## config.mk

```make
export PLATFORM = sky130hd
export DESIGN_NAME = i2c_tx_stream
export DESIGN_NICKNAME = d
export VERILOG_FILES = /design/src/rtl/i2c_tx_stream.sv
export SDC_FILE = /design/constraint.sdc
export NUM_CORES = 1
export LEC_CHECK = 0
export BUFFER_PORTS_ARGS = -buffer_cell sky130_fd_sc_hd__buf_2
export CAP_MARGIN = 10
export CORE_MARGIN = 2
export CORE_UTILIZATION = 45
export CTS_BUF_LIST = sky130_fd_sc_hd__clkbuf_16
export DETAILED_ROUTE_END_ITERATION = 10
export PLACE_DENSITY = 0.73
export SYNTH_ARGS = -nofsm -noshare
export SYNTH_HDL_FRONTEND = slang
export SYNTH_SLANG_ARGS = --single-unit
export TNS_END_PERCENT = 20
```

## constraint.sdc

```tcl
create_clock -name clk -period 6.9 [get_ports clk]
set_clock_uncertainty 0.05 [all_clocks]
set_input_delay 0 -clock clk [delete_from_list [all_inputs] [get_ports clk]]
set_output_delay 0 -clock clk [all_outputs]
set_load 0.01 [all_outputs]
```

## src/rtl/i2c_tx_stream.sv

```systemverilog
// Byte-stream I2C master transmitter: START, N ACK-checked bytes MSB-first, STOP, open-drain SCL/SDA enables.
// Optional slave clock stretching is enabled by defining I2C_TX_CLK_STRETCH_EN.
module i2c_tx_stream #(
  parameter  int unsigned QTR_DIV = 4,
  localparam int unsigned CNT_W   = $clog2(QTR_DIV + 1)
) (
  input  logic       clk,
  input  logic       rstn,
  input  logic [7:0] s_data,
  input  logic       s_valid,
  input  logic       s_last,
  output logic       s_ready,
  output logic       busy,
  output logic       done,
  output logic       nack,
  output logic       scl_oe,
  output logic       sda_oe,
  input  logic       scl_in,
  input  logic       sda_in
);

  localparam logic [CNT_W-1:0] QTR_MAX = CNT_W'(QTR_DIV - 1);

  typedef enum logic [2:0] {IDLE, START, DATA, ACK, HOLD, STOP} state_t;

  state_t           state, state_nxt;
  logic [CNT_W-1:0] qcnt, qcnt_nxt;
  logic [1:0]       phase, phase_nxt;
  logic [2:0]       bit_idx, bit_idx_nxt;
  logic [7:0]       byte_r, byte_nxt;
  logic             last_r, last_nxt;
  logic             nack_r, nack_r_nxt;
  logic             got_r, got_nxt;
  logic             s_ready_nxt, busy_nxt, done_nxt, nack_nxt;
  logic             scl_oe_nxt, sda_oe_nxt;
  logic             qen, tick;

`ifdef I2C_TX_CLK_STRETCH_EN
  // Quarters with SCL released wait for the line to actually go high.
  logic scl_rel;
  assign scl_rel = ((state == START) && (phase == 2'd0)) ||
                   (((state == DATA) || (state == ACK) || (state == STOP)) && (phase == 2'd2));
  assign qen = ~(scl_rel & ~scl_in);
`else
  logic unused_scl_in;
  assign unused_scl_in = scl_in;
  assign qen = 1'b1;
`endif

  assign tick = qen && (qcnt == QTR_MAX);

  // Next-state, counters and next registered outputs.
  always_comb begin
    state_nxt   = state;
    qcnt_nxt    = qcnt;
    phase_nxt   = phase;
    bit_idx_nxt = bit_idx;
    byte_nxt    = byte_r;
    last_nxt    = last_r;
    nack_r_nxt  = nack_r;
    got_nxt     = got_r;
    s_ready_nxt = 1'b0;
    busy_nxt    = busy;
    done_nxt    = 1'b0;
    nack_nxt    = 1'b0;
    scl_oe_nxt  = 1'b0;
    sda_oe_nxt  = 1'b0;

    if (qen) begin
      qcnt_nxt = tick ? '0 : qcnt + CNT_W'(1);
      if (tick) phase_nxt = phase + 2'd1;
    end

    unique case (state)
      IDLE: begin
        qcnt_nxt  = '0;
        phase_nxt = 2'd0;
        if (s_valid) begin
          byte_nxt    = s_data;
          last_nxt    = s_last;
          s_ready_nxt = 1'b1;
          busy_nxt    = 1'b1;
          nack_r_nxt  = 1'b0;
          state_nxt   = START;
        end
      end
      START: begin
        if (tick && (phase == 2'd3)) begin
          state_nxt   = DATA;
          bit_idx_nxt = 3'd7;
        end
      end
      DATA: begin
        if (tick && (phase == 2'd3)) begin
          if (bit_idx == 3'd0) state_nxt = ACK;
          else                 bit_idx_nxt = bit_idx - 3'd1;
        end
      end
      ACK: begin
        if (tick && (phase == 2'd2)) nack_r_nxt = sda_in;
        if (tick && (phase == 2'd3)) begin
          if (nack_r || last_r) begin
            state_nxt = STOP;
          end else if (s_valid) begin
            byte_nxt    = s_data;
            last_nxt    = s_last;
            s_ready_nxt = 1'b1;
            bit_idx_nxt = 3'd7;
            state_nxt   = DATA;
          end else begin
            state_nxt = HOLD;
          end
        end
      end
      HOLD: begin
        // Byte may be taken mid-quarter; DATA starts on the next quarter boundary.
        phase_nxt = 2'd0;
        if (!got_r && s_valid) begin
          byte_nxt    = s_data;
          last_nxt    = s_last;
          s_ready_nxt = 1'b1;
          got_nxt     = 1'b1;
        end
        if (tick && (got_r || s_valid)) begin
          got_nxt     = 1'b0;
          bit_idx_nxt = 3'd7;
          state_nxt   = DATA;
        end
      end
      STOP: begin
        if (tick && (phase == 2'd3)) begin
          done_nxt  = 1'b1;
          nack_nxt  = nack_r;
          busy_nxt  = 1'b0;
          state_nxt = IDLE;
        end
      end
      default: state_nxt = IDLE;
    endcase

    // Line enables follow the upcoming state/quarter so they stay aligned with it.
    unique case (state_nxt)
      START: begin
        scl_oe_nxt = phase_nxt[1];
        sda_oe_nxt = (phase_nxt != 2'd0);
      end
      DATA: begin
        scl_oe_nxt = ~phase_nxt[1];
        sda_oe_nxt = ~byte_nxt[bit_idx_nxt];
      end
      ACK:  scl_oe_nxt = ~phase_nxt[1];
      HOLD: scl_oe_nxt = 1'b1;
      STOP: begin
        scl_oe_nxt = ~phase_nxt[1];
        sda_oe_nxt = (phase_nxt != 2'd3);
      end
      default: ;
    endcase
  end

  always_ff @(posedge clk) begin
    if (!rstn) begin
      state   <= IDLE;
      qcnt    <= '0;
      phase   <= 2'd0;
      bit_idx <= 3'd0;
      byte_r  <= 8'd0;
      last_r  <= 1'b0;
      nack_r  <= 1'b0;
      got_r   <= 1'b0;
      s_ready <= 1'b0;
      busy    <= 1'b0;
      done    <= 1'b0;
      nack    <= 1'b0;
      scl_oe  <= 1'b0;
      sda_oe  <= 1'b0;
    end else begin
      state   <= state_nxt;
      qcnt    <= qcnt_nxt;
      phase   <= phase_nxt;
      bit_idx <= bit_idx_nxt;
      byte_r  <= byte_nxt;
      last_r  <= last_nxt;
      nack_r  <= nack_r_nxt;
      got_r   <= got_nxt;
      s_ready <= s_ready_nxt;
      busy    <= busy_nxt;
      done    <= done_nxt;
      nack    <= nack_nxt;
      scl_oe  <= scl_oe_nxt;
      sda_oe  <= sda_oe_nxt;
    end
  end

endmodule

```

==> flow_summary.toml <==
[synth]
synth_top_area_cell = "dfxtp_1"
ys_seq_area_frac = 0.334
ys_warn_count = 0
syn_avg_cell_area_um2 = 8.27
async_flop_share = 0
synth_cell_types = 58
synth_top_area_share = 0.334
syn_area_um2 = 1680
synth_seq_cells = 28
syn_nets = 224
synth_enable_flop_cells = 0
syn_inst = 203
synth.area.top_cells = "dfxtp_1, nor2_1, ha_1"
synth_ff_type = "dfxtp_1"

[worst_hold_path]
hp-class = "in2reg"

[cts]
cts_max_level = 1
clk_pin_slew_ns = 0.07
cts_tree = "built"
root_buffer = "clkbuf_16"
clock-sinks = 28
cts_setup_buffers = 0
cts_resized = 0
clockBufferDepth = 2
clock_latency_ns = 0.26
numCtsBuffers = 3

[route]
vias = 1527
drtIter0Drc = 107
drc = 0
ant_nets = 0
wirelength_um = 3790
dr.pass1.iters = 4
wl_per_cell_um = 14.1
vias_per_cell = 5.68

[finish]
fin_area_um2 = 1920
final_nets = 243
antenna_cells = 0
syn2layout_area_growth_pct = 14.2
drive_gt1_frac = 0.122
num-fill-cells = 369

[sta]
rsz0062_at_grt = "false"
worst_slack_ns = 4.09
period_needed_ns = 2.81
period_share = 0.407
worst_pin_slew_ns = 0.796
fin_hold_ws_ns = 0.0245
timing.slew.headroom = 0.468
setup_violations = 0
finalSetupTns_ns = 0
maxSlewViolCount = 0
hold_violations = 0
max_freq_mhz = 356

[job]
cap_violations = 0

[setup_path]
startpoint_type = "flop"
path_max_fanout = 25
path_class = "reg2reg"
cp_data_required_time_ns = 7.05
arrival_ns = 2.96
endpoint_kind = "flop"

[die]
die_area_um2 = 4230
pin_count = 20
die_h_um = 65.1
rows = 22
start_util = 0.462
coreArea_um2 = 3630
die_w_um = 65.1

[grt]
grt_antenna_before_repair = 0
grt_pass1_wl_um = 6440
grt.total_usage = 0.194
grt_max_degree = 28
grt_pass1_vias = 1439
overflow = 0

[status]
status = "finished clean"

[placed_design]
placement.io_buffers = 18
place_area_um2 = 1760
preCtsSetupSlack_ns = 4.13
dp_hpwl_um = 2600
gp_congestion = 0.788

[power]
p_leak_uw = 0.000738
p_per_area_nw_per_um2 = 182
vdd_drop_max_mv = 0.119
[worst paths after layout]
path / depth (start not counted) / slack [ns] / end / startpoint
worst max register to register: 6 / 4.09 / sda_oe$_SDFF_PN0_ / state[0]$_SDFF_PN0_
worst min-delay path: 2 / 0.02 / s_ready$_SDFF_PN0_ / rstn
worst min register to register: 1 / 0.37 / qcnt[0]$_SDFF_PP0_ / qcnt[0]$_SDFF_PP0_
worst max-delay path: 6 / 4.09 / sda_oe$_SDFF_PN0_ / state[0]$_SDFF_PN0_
[registers in the layout (all words and copies together) (netlist names)]
name,flops
bit_idx,3
busy,1
byte_r,8
done,1
got_r,1
last_r,1
nack,1
nack_r,1
phase,2
qcnt,3
s_ready,1
scl_oe,1
sda_oe,1
state,3
[cells in the final DEF (no fill, tap or decap), types with 2 or more instances in the layout]
cell and count:
a211oi_1 2, inv_1 9, o31a_1 2, nor2b_1 8, dlygate4sd3_1 8, nor3_1 2, o211ai_1 2, dfxtp_1 28
nand2b_1 3, and2_1 6, o21ai_1 2, buf_2 18, or4_1 2, clkbuf_16 3, a21oi_1 8, nor2_1 26
o21ai_0 10, a21boi_0 2, mux2i_1 6, or3_1 2, a31oi_1 8, ha_1 7, nand3_1 12, nand2_1 11
o21a_1 2
[cells by family (layout without fill, tap and decap cells)]
logic type	after synthesis	in the layout	synth area share
mux	8	8	0.0582
xor+xnor	1	1	0.00522
fa+ha+maj	7	7	0.0522
buf+inv	22	40	0.0649
compound gates	56	56	0.233
flops	28	28	0.334
simple gates	81	81	0.252
[report_power, final]
group	leakage (µW)	internal (µW)	switching, µW
clock	0.0000385	77.7	55.5
sequential	0.000228	167	5.65
combinational	0.000472	18.9	22.8
[cells in the mapped netlist (2+ instances only)]
master and instances:
buf_2 6, inv_1 9, nand2_1 11, o21a_1 2, o21ai_1 2, nor3_1 2
or4_1 2, dfxtp_1 28, mux2i_1 6, nand2b_1 3, ha_1 7, a211oi_1 2
o31a_1 2, nor2_1 26, a21oi_1 8, o21ai_0 10, buf_6 2, nand3_1 12
and2_1 6, or3_1 2, a21boi_0 2, o211ai_1 2, a31oi_1 8, nor2b_1 8
clkbuf_1 2
[per-layer routing]
metal	share of wire	up-vias	routed length [µm]	global-route usage
li1	-	777	-	-
met1	0.47	705	1770	0.258
met2	0.46	43	1760	0.304
met3	0.065	2	245	0.0417
met4	0.0032	0	12	0.0833
met5	0	-	0	0
[worst max-delay path, stage by stage, from the launching register on]
cell and delay [ns]:
dfxtp_1 0.81, nor2_1 0.34, a221o_2 0.50, nor2_1 0.22, mux4_1 0.33, a2111o_1 0.42
nand3_1 0.09
[per-stage QoR]
step                      utilization  total power, µW  cells
after floorplan                     -              203    203
after global routing            0.527              361    269
after global placement          0.483              214    257
after detailed placement        0.483              214    257
final                           0.527              348    269
after CTS                       0.527              350    269
[timing repair]
| item | CTS | global route |
|---|---|---|
| endpoints found under the setup margin | 0 | 0 |
| hold buffers | 8 | 0 |
| endpoints found under the hold margin | 8 | 0 |
[area by class of cell]
type                       instances  area, µm²  area share
clock inverter                     1       3.75     0.00196
inverter                          10       37.5      0.0196
tap                               48       60.1      0.0314
clock buffer                       3       75.1      0.0392
multi-input combinational        153       1010       0.526
sequential                        28        561       0.293
timing repair buffer              26        170      0.0888
No activity file was read; power rests on OpenSTA's default activity.
